File: src/rtl/cpu_pkg.sv
// Shared CPU front-end definitions: opcode fields, the halt encoding and the fetch tuple
// handed from fetch to decode and down the pipeline registers.
package cpu_pkg;

    localparam int OPCODE_W    = 4;
    localparam int INSTR_W_DEF = 16;
    localparam int ADDR_W_DEF  = 16;
    localparam int PC_STEP_DEF = 2;

    localparam logic [OPCODE_W-1:0] HALT_OP = 4'hF;

    typedef struct packed {
        logic [INSTR_W_DEF-1:0] instr;
        logic [ADDR_W_DEF-1:0]  pc;
        logic [ADDR_W_DEF-1:0]  next_pc;
    } fetch_entry_t;

endpackage

File: src/rtl/fetch_fifo.sv
// Circular buffer of DEPTH entries with push, pop, flush and a combinational head read.
// Zero-latency head; no internal backpressure, the caller's credit check keeps it from overflowing.
module fetch_fifo #(
    parameter int WIDTH = 48,
    parameter int DEPTH = 4,
    localparam int PTR_W = $clog2(DEPTH),
    localparam int CNT_W = $clog2(DEPTH + 1)
) (
    input  logic             clk,
    input  logic             rst,
    input  logic             flush,
    input  logic             push,
    input  logic [WIDTH-1:0] push_data,
    input  logic             pop,
    output logic [WIDTH-1:0] head_data,
    output logic [CNT_W-1:0] count
);

    logic [WIDTH-1:0] mem [DEPTH];
    logic [PTR_W-1:0] wr_ptr;
    logic [PTR_W-1:0] rd_ptr;

    assign head_data = mem[rd_ptr];

    // Pointers wrap for free because DEPTH is a power of two.
    always_ff @(posedge clk or posedge rst) begin
        if (rst) begin
            for (int i = 0; i < DEPTH; i++) begin
                mem[i] <= '0;
            end
            wr_ptr <= '0;
            rd_ptr <= '0;
            count  <= '0;
        end else if (flush) begin
            wr_ptr <= '0;
            rd_ptr <= '0;
            count  <= '0;
        end else begin
            if (push) begin
                mem[wr_ptr] <= push_data;
                wr_ptr      <= wr_ptr + PTR_W'(1);
            end
            if (pop) begin
                rd_ptr <= rd_ptr + PTR_W'(1);
            end
            if (push && !pop) begin
                count <= count + CNT_W'(1);
            end else if (pop && !push) begin
                count <= count - CNT_W'(1);
            end
        end
    end

endmodule

File: src/rtl/fetch_queue.sv
// Decoupled fetch front-end: owns the PC, issues 1-cycle imem reads and queues {instr, pc, next_pc}.
// Request to out_valid is 2 cycles; requests are credit-gated so a stalled decode never loses entries.
module fetch_queue
    import cpu_pkg::*;
#(
    parameter int                INSTR_W  = 16,
    parameter int                ADDR_W   = 16,
    parameter int                DEPTH    = 4,
    parameter int                PC_STEP  = PC_STEP_DEF,
    parameter logic [ADDR_W-1:0] RESET_PC = '0,
    localparam int               CNT_W    = $clog2(DEPTH + 1)
) (
    input  logic               clk,
    input  logic               rst,
    input  logic               redirect,
    input  logic [ADDR_W-1:0]  redirect_pc,
    output logic               imem_req,
    output logic [ADDR_W-1:0]  imem_addr,
    input  logic [INSTR_W-1:0] imem_rdata,
    output logic               out_valid,
    input  logic               out_ready,
    output logic [INSTR_W-1:0] out_instr,
    output logic [ADDR_W-1:0]  out_pc,
    output logic [ADDR_W-1:0]  out_next_pc,
    output logic [CNT_W-1:0]   count,
    output logic               fetch_halted
);

    localparam logic [ADDR_W-1:0] STEP = ADDR_W'(PC_STEP);

    typedef struct packed {
        logic [INSTR_W-1:0] instr;
        logic [ADDR_W-1:0]  pc;
        logic [ADDR_W-1:0]  next_pc;
    } entry_t;

    logic [ADDR_W-1:0] pc_q;
    logic [ADDR_W-1:0] inflight_addr_q;
    logic              inflight_q;
    logic              halt_q;
    logic [CNT_W-1:0]  used;
    logic              push;
    logic              pop;
    logic              is_halt;
    entry_t            push_entry;
    entry_t            head_entry;

    // An in-flight read already owns a slot, so it counts against the credit.
    assign used     = count + CNT_W'(inflight_q);
    assign imem_req = !rst && !redirect && !halt_q && (used < CNT_W'(DEPTH));
    assign imem_addr = pc_q;

    assign push      = inflight_q && !redirect;
    assign out_valid = (count != '0);
    assign pop       = out_valid && out_ready && !redirect;
    assign is_halt   = (imem_rdata[INSTR_W-1 -: OPCODE_W] == HALT_OP);

    assign push_entry.instr   = imem_rdata;
    assign push_entry.pc      = inflight_addr_q;
    assign push_entry.next_pc = inflight_addr_q + STEP;

    fetch_fifo #(
        .WIDTH ($bits(entry_t)),
        .DEPTH (DEPTH)
    ) u_fifo (
        .clk       (clk),
        .rst       (rst),
        .flush     (redirect),
        .push      (push),
        .push_data (push_entry),
        .pop       (pop),
        .head_data (head_entry),
        .count     (count)
    );

    assign out_instr    = head_entry.instr;
    assign out_pc       = head_entry.pc;
    assign out_next_pc  = head_entry.next_pc;
    assign fetch_halted = halt_q;

    always_ff @(posedge clk or posedge rst) begin
        if (rst) begin
            pc_q            <= RESET_PC;
            inflight_q      <= 1'b0;
            inflight_addr_q <= '0;
            halt_q          <= 1'b0;
        end else if (redirect) begin
            pc_q       <= redirect_pc;
            inflight_q <= 1'b0;
            halt_q     <= 1'b0;
        end else begin
            if (imem_req) begin
                pc_q            <= pc_q + STEP;
                inflight_q      <= 1'b1;
                inflight_addr_q <= pc_q;
            end else begin
                inflight_q <= 1'b0;
            end
            if (push && is_halt) begin
                halt_q <= 1'b1;
            end
        end
    end

endmodule

File: config.mk
export PLATFORM = sky130hd
export DESIGN_NAME = fetch_queue
export DESIGN_NICKNAME = d
export VERILOG_FILES = /design/src/rtl/cpu_pkg.sv /design/src/rtl/fetch_fifo.sv /design/src/rtl/fetch_queue.sv
export SDC_FILE = /design/constraint.sdc
export NUM_CORES = 1
export LEC_CHECK = 0
export ABC_AREA = 1
export BUFFER_PORTS_ARGS = -buffer_cell sky130_fd_sc_hd__buf_2
export CAP_MARGIN = 20
export CORE_MARGIN = 8
export CORE_UTILIZATION = 50
export DETAILED_ROUTE_END_ITERATION = 12
export PLACE_DENSITY = 0.79
export SLEW_MARGIN = 20
export SYNTH_ARGS = -nofsm -noshare
export SYNTH_HDL_FRONTEND = slang
export SYNTH_SLANG_ARGS = --single-unit
File: constraint.sdc
create_clock -name clk -period 14.9 [get_ports clk]
set_clock_uncertainty 0.2 [all_clocks]
set_input_delay 0.745 -clock clk [delete_from_list [all_inputs] [get_ports clk]]
set_output_delay 0.745 -clock clk [all_outputs]
set_load 0.005 [all_outputs]
==> results by group, run 1 <==
Detailed routing
  • DR iter-0 viols: 892
  • Detailed Route WL: 27090 microns
  • Mean routed wirelength per cell: 16.38 microns
  • Residual DRC: 0
  • Vias per cell: 5.538
  • Post-route ant nets: 0
  • Number of detailed-route iterations in the first pass: 6
  • Via count: 9160

Clock tree
  • CTS max path bufs: 3
  • CTS Buf Count: 25
  • CTS Sinks: 229
  • Setup bufs post-CTS: 0
  • # resized after CTS: 0
  • Clock-pin slew on the worst setup and hold paths: 0.06 ns
  • Clk root buf: clkbuf_16
  • CTS tree: done
  • CTS H-Tree Depth: 1
  • Hold-fix buffers at CTS: 0
  • Worst-Skew Late Latency: 0.52 ns

Finish
  • Fin area: 11970 sq um
  • Layout Nets: 1403
  • Reg area: 5732 sq um
  • FILL cells: 1860
  • Fin util: 0.5731
  • Share of cells above drive strength 1: 0.1262
  • Antenna cells: 0
  • Area grow syn2layout: 13.30%
  • Multi-input combinational cell area: 4143 sq um

Setup path
  • Worst Path Max Fanout: 59
  • Reg2Reg Depth: 6
  • Crit Path Category: flop to output pin
  • Arr. time, crit path: 2.67 ns
  • Cell breakdown of the critical path: inv_2 -> buf_4 -> o21ai_0 -> o22ai_1 -> buf_2
  • Crit start category: flop
  • Reg-to-reg setup timing slack: 12.56 ns
  • FF-to-FF End: u_fifo.mem[145]
  • Slowest-stage cell, CP: buf_4
  • Crit. End Element: output pin
  • WP data required: 13.95 ns
  • R2R Path Start: u_fifo.wr_ptr[0]
  • Largest stage delay, worst path: 0.63 ns

STA
  • RSZ-0062 raised after global routing: no
  • Setup tns final: 0 ns
  • Worst-Margin Slew: 1.011 ns
  • Max-slew violations: 0
  • Part of the cycle the worst path needs: 0.2428
  • Final WS setup: 11.28 ns
  • Max_slew headroom: 0.3257
  • Crit path time final: 3.617 ns
  • Final Hold Viols: 0
  • Endpoints failing setup: 0
  • Maximum clock frequency: 276.5 MHz
  • Worst hold slack: 0.09059 ns

Logic synthesis
  • Avg Cell Area, Syn: 8.166 sq um
  • Cells after Synth: 1294
  • Post-Synthesis Net Count: 1337
  • Post-Syn Area: 10570 sq um
  • Area share of the largest cell type after synthesis: 0.5423
  • Unique masters post-synth: 26
  • Top cells by area, synth: dfrtp_1 54%, nand2_1 13%, o21ai_0 10%
  • Synth Warn #: 0
  • #FFs+latches synth: 229
  • Area leader, netlist: dfrtp_1
  • Seq/Total Area, Yosys: 0.5423

Floorplan
  • I/O Pins: 106
  • Die height: 161.4 microns
  • Core Rows: 53
  • Starting density of the core: 0.5058
  • Die X: 161.4 microns
  • DIE AREA: 26040 sq um
  • Core ar.: 20890 sq um

Placed design
  • Final RePlAce weighted congestion: 0.9107
  • DP Area: 11110 sq um
  • Placed wire-length estimate: 16250 microns
  • Port bufs: 105
  • Dpl ws: 11.89 ns

Outcome
  • Run status: completed

Global routing
  • Largest net degree at the start of global routing: 96
  • Vias in the first global route: 8733
  • Number of antenna violations at the first check in global routing: 0
  • All-Layer GR Usage: 0.2046
  • First-pass GRT wire length: 44640 microns
  • Total overflow reported by the global router: 0

Flow run
  • Maxcap violations: 0

Worst hold path
  • Min-Delay Path Class: primary input to async pin

Power
  • Pwr dens: 190.2 nW/um^2
  • Leak: 0.006014 uW
  • VDD IR max: 0.09843 mV
## worst max-delay path: cells and delay by family (launching register included)
family / cells / cell delay [ns]
AO/OA/AOI/OAI: 2 / 0.44
buffers and inverters: 3 / 1.27
flip-flops: 1 / 0.40
## cells in the mapped netlist (all sizes together)
cell / n
fa: 1
a22o: 1
buf: 42
nand3: 58
xnor2: 3
nor2: 129
inv: 78
nand2: 378
clkbuf: 33
o21a: 4
o22ai: 47
dfrtp: 229
o21ai: 263
ha: 6
nand4: 13
nor3: 1
a21oi: 2
xor2: 6
## cells in the final DEF (no fill, tap or decap), drive strengths merged, types with 13 or more instances in the layout
cell and n:
inv 80, clkbuf 35, o21ai 263, nand4 13, nand3 58, dfrtp 229, nand2 378, buf 114
nor2 129, o22ai 47
## metrics by stage
stage / cells / power (uW)
after floorplan: 1294 / 1358
after global placement: 1608 / 1625
after detailed placement: 1608 / 1647
after CTS: 1654 / 2289
after global routing: 1654 / 2429
final: 1654 / 2277
## area by class of cell
type,count,share of cell area
Clock buffer,35,0.05957
Clock inverter,11,0.01191
Inverter,78,0.02508
Multi-Input combinational cell,912,0.3460
Sequential cell,229,0.4788
Tap cell,275,0.02874
Timing Repair Buffer,114,0.04985
## registers in the layout, summed over array words and instances (netlist names)
register,cells
u_fifo.mem,188
inflight_q,1
u_fifo.count,3
u_fifo.wr_ptr,2
fetch_halted,1
imem_addr,16
inflight_addr_q,16
u_fifo.rd_ptr,2
## cells by family after synthesis
family          count (synthesis)  share of synthesized area
flops                         229                     0.5423
xor+xnor                        9                   0.007460
compound gates                317                     0.1570
simple gates                  579                     0.2184
buf+inv                       153                    0.06584
fa+ha+maj                       7                   0.008999
## worst max path at each step
stage                endpoint             start  cells past startpoint
5_1_grt        out_next_pc[6]  u_fifo.rd_ptr[0]                      5
3_5_place_dp   out_next_pc[9]  u_fifo.rd_ptr[0]                      5
2_1_floorplan    fetch_halted               rst                      1
6_report           out_pc[11]  u_fifo.rd_ptr[0]                      5
4_1_cts        out_next_pc[2]  u_fifo.rd_ptr[0]                      5
3_3_place_gp     imem_addr[1]               rst                      9
## power by group
group          internal [uW]  leakage, uW  switching [uW]  total, uW
Combinational            272      0.00256             457        729
Clock                    387     0.000423             248        635
Sequential               795      0.00303             117        912
Total                   1450      0.00601             823       2280
## routing by layer
metal	GRT usage	wire [microns]	vias up
met5	0	0	-
met2	0.3226	12580	347
li1	-	-	4370
met3	0.03054	1785	39
met4	0.05261	430	0
met1	0.2916	12290	4404
Power figures use the tool's default switching activity.
==> inputs of run 2 (changes only) <==
PLACE_DENSITY = 0.82   (was 0.79)
clock period = 3.3 ns   (was 14.9 ns; I/O delays follow)
==> run 2 against run 1 <==
Wire length up 4.8%. Sequential cell count unchanged. Register-to-register slack worse by 12 ns. Sequential share of layout area down 2.2 points. Core utilization up 2.8 points. Total power rose to 4.5 times the previous value. Sequential power rose to 4.5 times the previous value. Combinational power rose to 4.7 times the previous value. Global-route usage up 1.1 points. Critical path depth up 6. Largest cell class unchanged. Largest power group unchanged.
==> results by group, run 2 (synthesis results as in run 1) <==
Finish
  • Biggest register: u_fifo.mem
  • Multi-input combinational cell area: 4148 sq um
  • Commonest cells after routing, fill and taps aside: 373 x nand2_1, 228 x dfrtp_1, 205 x o21ai_0
  • Antenna cells: 0
  • Fin util: 0.6010
  • Commonest non-fill, non-tap cell in the layout: nand2_1
  • Share of cells above drive strength 1: 0.1267
  • Max reg flops: 188
  • Reg area: 5732 sq um
  • FILL cells: 1734
  • Fin area: 12550 sq um
  • Area grow syn2layout: 18.82%
  • Layout Nets: 1471

Placed design
  • Port bufs: 105
  • Placed wire-length estimate: 17940 microns
  • DP Area: 11240 sq um
  • Final RePlAce weighted congestion: 0.8751

Setup path
  • Largest stage delay, worst path: 0.58 ns
  • Critical Path Source: rst
  • Crit. End Element: flop
  • Arr. time, crit path: 2.87 ns
  • Crit Path Category: primary input to flop
  • R2R Path Start: u_fifo.count[1]
  • WP data required: 3.50 ns
  • Reg-to-reg setup timing slack: 1.03 ns
  • Reg2Reg Depth: 12
  • Cell breakdown of the critical path: dlygate4sd3_1 -> buf_2 -> dlygate4sd3_1 -> clkinvlp_4 -> nand2_1 -> nor2_2 -> nand3_2 -> nand2_1 -> inv_2 -> nand2_1 -> nand3_1
  • Crit path top cell by count: nand2_1
  • Worst Path Max Fanout: 34
  • Crit start category: primary input
  • FF-to-FF End: u_fifo.count[2]
  • Slowest-stage cell, CP: dlygate4sd3_1

Detailed routing
  • Via count: 9513
  • Residual DRC: 0
  • Vias per cell: 5.534
  • DR iter-0 viols: 992
  • Post-route ant nets: 0
  • Mean routed wirelength per cell: 16.52 microns
  • Number of detailed-route iterations in the first pass: 5
  • Detailed Route WL: 28390 microns

STA
  • RSZ-0062 raised after global routing: no
  • Part of the cycle the worst path needs: 0.8098
  • Max_slew headroom: 0.5305
  • Worst-Margin Slew: 0.7042 ns
  • Worst hold slack: 0.2792 ns
  • Endpoints failing setup: 0
  • Maximum clock frequency: 374.2 MHz
  • Crit path time final: 2.672 ns
  • Final Hold Viols: 0
  • Max-slew violations: 0

Clock tree
  • Clk root buf: clkbuf_16
  • CTS tree: done
  • # resized after CTS: 0
  • CTS max path bufs: 3
  • Setup bufs post-CTS: 0
  • CTS Buf Count: 25
  • Clock-pin slew on the worst setup and hold paths: 0.06 ns
  • CTS H-Tree Depth: 1
  • Hold-fix buffers at CTS: 53
  • CTS Sinks: 229
  • Worst-Skew Late Latency: 0.52 ns

Global routing
  • Total overflow reported by the global router: 0
  • Number of antenna violations at the first check in global routing: 0
  • First-pass GRT wire length: 46750 microns
  • Largest net degree at the start of global routing: 104
  • Vias in the first global route: 9263
  • All-Layer GR Usage: 0.2161

Floorplan
  • Starting density of the core: 0.5058
  • DIE AREA: 26040 sq um
  • Die height: 161.4 microns
  • Core Rows: 53
  • I/O Pins: 106
  • Core ar.: 20890 sq um
  • Die X: 161.4 microns

Worst hold path
  • Min-Delay Path Class: flop to flop
  • Min-Delay Endpoint: u_fifo.mem[81]
  • Hold Path Depth: 2
  • Beginning of the worst hold path: u_fifo.mem[81]

Power
  • Pwr dens: 816.0 nW/um^2
  • Leak: 0.006242 uW
  • VDD IR max: 0.5980 mV
  • Tot Pwr: 10240 uW

Outcome
  • Run status: completed

Flow run
  • Maxcap violations: 0
run 2: how the worst max path moves through the flow:
stage | end | slack, ns | cells past startpoint
2_1_floorplan | imem_addr[6] | -1.16 | 8
3_3_place_gp | imem_addr[7] | 1.15 | 9
3_5_place_dp | imem_addr[8] | 1.10 | 9
4_1_cts | imem_addr[8] | 0.65 | 11
5_1_grt | imem_addr[8] | 0.37 | 11
6_report | imem_addr[8] | 0.63 | 11
run 2: area by class of cell:
| class | instances | area share |
|---|---|---|
| flip-flops and latches | 229 | 0.4565 |
| well taps | 275 | 0.02741 |
| inverters | 78 | 0.02362 |
| repair buffers | 182 | 0.09946 |
| multi-input cells | 912 | 0.3304 |
| clock buffers | 39 | 0.05880 |
| clock inverters | 4 | 0.003787 |
run 2: worst max-delay path, delay by kind of cell:
| kind | cells | cell delay, ns |
|---|---|---|
| buf+inv | 5 | 1.56 |
| simple gates | 6 | 1.15 |
run 2: metrics by stage:
step	setup slack (ns)	setup TNS (ns)	instances
finish	0.6276	0	1719
detailed placement	1.098	0	1623
floorplan	-1.158	-52.49	1294
global route	0.3699	0	1719
CTS	0.6539	0	1719
global placement	1.152	0	1623
run 2: where the power goes:
group	switching (uW)	leakage [uW]	internal [uW]	total [uW]
clock network	1080	0.000383	1600	2680
logic	2110	0.00283	1310	3430
registers	549	0.00303	3590	4140
run 2: routing by layer:
layer,vias up,global-route usage,wire [microns]
met2,395,0.3560,13490
met4,0,0.06566,671
li1,4505,-,-
met1,4551,0.2895,12210
met5,-,0,0
met3,62,0.03436,2025
==> inputs of run 3 (changes only) <==
PLACE_DENSITY = 0.79   (was 0.82)
clock period = 2.71 ns   (was 3.3 ns; I/O delays follow)
==> run 3 against run 2 <==
Setup slack got worse by 0.37 ns. Count of clock-buffer cells in the layout fell by 5. Die area unchanged. Wire length shrank 2.0%. Total power is 21% higher. Combinational power rose by 22%. Global-route usage is 0.46 points lower. Sequential cell count did not move. Critical path depth down 6. Worst hold slack got worse by 0.052 ns. Sequential share of layout area decreased by 0.12 points. First-iteration DRC count down 15%. Largest cell class unchanged.
==> results by group, run 3 (synthesis results as in run 1) <==
Detailed routing
  • Via count: 9351
  • Mean routed wirelength per cell: 16.26 microns
  • Residual DRC: 0
  • Vias per cell: 5.462
  • Number of detailed-route iterations in the first pass: 5
  • Post-route ant nets: 0
  • DR iter-0 viols: 839
  • Detailed Route WL: 27830 microns

STA
  • Worst hold slack: 0.2275 ns
  • Endpoints failing setup: 0
  • Setup tns final: 0 ns
  • Crit path time final: 2.455 ns
  • Worst-Margin Slew: 0.7098 ns
  • Maximum clock frequency: 407.3 MHz
  • Part of the cycle the worst path needs: 0.9059
  • RSZ-0062 raised after global routing: no
  • Max_slew headroom: 0.5268
  • Max-slew violations: 0
  • Final Hold Viols: 0

Finish
  • Area grow syn2layout: 19.12%
  • Max reg flops: 188
  • Fin util: 0.6026
  • Fin area: 12590 sq um
  • FILL cells: 1799
  • Biggest register: u_fifo.mem
  • Commonest cells after routing, fill and taps aside: 373 x nand2_1, 228 x dfrtp_1, 205 x o21ai_0
  • Share of cells above drive strength 1: 0.1239
  • Commonest non-fill, non-tap cell in the layout: nand2_1
  • Antenna cells: 0
  • Layout Nets: 1464

Floorplan
  • Die height: 161.4 microns
  • Die X: 161.4 microns
  • Core Rows: 53
  • I/O Pins: 106
  • Core ar.: 20890 sq um
  • DIE AREA: 26040 sq um
  • Starting density of the core: 0.5058

Power
  • VDD IR max: 0.6247 mV
  • Tot Pwr: 12370 uW
  • Sw frac: 0.3632
  • Comb power frac: 0.338
  • Power Internal: 7875 uW
  • Leak: 0.006259 uW
  • Share of power burned in registers: 0.406
  • Clock share of power: 0.256
  • Pwr dens: 982.5 nW/um^2
  • NetSw: 4491 uW

Setup path
  • Critical Path Source: u_fifo.rd_ptr[1]
  • Largest stage delay, worst path: 0.39 ns
  • Cell breakdown of the critical path: inv_1 -> buf_4 -> o21ai_0 -> o22ai_1 -> buf_2
  • R2R Path Start: u_fifo.count[0]
  • CP delay by family, top: buffers and inverters
  • WP depth: 5
  • Crit Path Category: flop to output pin
  • Crit start category: flop
  • Reg-to-reg setup timing slack: 0.48 ns
  • Arr. time, crit path: 2.12 ns
  • Slowest-stage cell, CP: dfrtp_1
  • Worst Path Max Fanout: 25
  • Crit. End Element: output pin
  • FF-to-FF End: u_fifo.count[2]
  • Crit path buf inv count: 3
  • Worst setup endpoint: out_pc[8]
  • Reg2Reg Depth: 12
  • WP data required: 2.37 ns

Placed design
  • Port bufs: 105
  • Placed wire-length estimate: 17270 microns
  • DP Area: 11320 sq um
  • Final RePlAce weighted congestion: 0.9181

Global routing
  • Number of antenna violations at the first check in global routing: 0
  • Largest net degree at the start of global routing: 136
  • All-Layer GR Usage: 0.2115
  • First-pass GRT wire length: 45970 microns
  • Vias in the first global route: 9077
  • Total overflow reported by the global router: 0

Clock tree
  • CTS max path bufs: 3
  • CTS Sinks: 229
  • Clock-pin slew on the worst setup and hold paths: 0.07 ns
  • CTS H-Tree Depth: 1
  • Worst-Skew Late Latency: 0.51 ns
  • # resized after CTS: 0
  • Setup bufs post-CTS: 0
  • CTS tree: done
  • CTS Buf Count: 23
  • Clk root buf: clkbuf_16

Outcome
  • Run status: completed

Flow run
  • Maxcap violations: 0

Worst hold path
  • Min-Delay Path Class: primary input to async pin
[run 3: metrics by stage]
| stage | std cells | setup WS, ns |
|---|---|---|
| after CTS | 1712 | 0.2482 |
| final | 1712 | 0.2551 |
| after floorplan | 1294 | -1.718 |
| after global placement | 1619 | 0.6181 |
| after detailed placement | 1619 | 0.5203 |
| after global routing | 1712 | 0.1239 |
[run 3: repair_timing]
action | CTS | global route
hold endpoints to repair | 218 | 0
endpoints found under the setup margin | 0 | 0
hold buffers | 52 | 0
[run 3: metal layers]
metal  track usage  routed length (microns)
met5             0                        0
met1        0.2895                    12450
met4       0.05387                      407
met2        0.3485                    13310
met3       0.03003                     1660
[run 3: final cells by class]
type	instances	area [sq um]	share of cell area
Sequential cell	229	5732	0.4554
Tap cell	275	344.1	0.02734
Clock buffer	34	656.9	0.05219
Clock inverter	7	88.84	0.007058
Timing Repair Buffer	177	1321	0.1050
Multi-Input combinational cell	912	4148	0.3295
Inverter	78	296.5	0.02356
[run 3: power groups by stage]
stage | combinational, uW | clock, uW | sequential [uW]
3_5_place_dp | 4130 | 0 | 5040
5_1_grt | 4710 | 3340 | 5120
6_report | 4180 | 3160 | 5020
3_3_place_gp | 4050 | 0 | 5000
2_1_floorplan | 2610 | 0 | 4880
4_1_cts | 4230 | 3200 | 4990
[run 3: worst min path at each step]
| stage | start | end | slack (ns) | cells after the start |
|---|---|---|---|---|
| after detailed placement | redirect_pc[0] | imem_addr[0] | 0.15 | 3 |
| after global placement | redirect_pc[1] | imem_addr[1] | 0.14 | 3 |
| after CTS | rst | imem_addr[1] | 0.27 | 4 |
| after floorplan | redirect_pc[1] | imem_addr[1] | 0.05 | 2 |
| final | rst | u_fifo.mem[28] | 0.23 | 4 |
| after global routing | rst | u_fifo.mem[25] | 0.29 | 4 |
[run 3: worst reg2reg max path, stage by stage (launching register included)]
cell and delay, ns:
dfrtp_1 0.41, inv_1 0.11, nand3_1 0.15, nand2_1 0.10, nand2_1 0.18, inv_1 0.08
fa_1 0.39, xnor2_1 0.20, inv_1 0.06, nand2_1 0.07, nand2_1 0.06, nand2_1 0.06
nand2_1 0.05
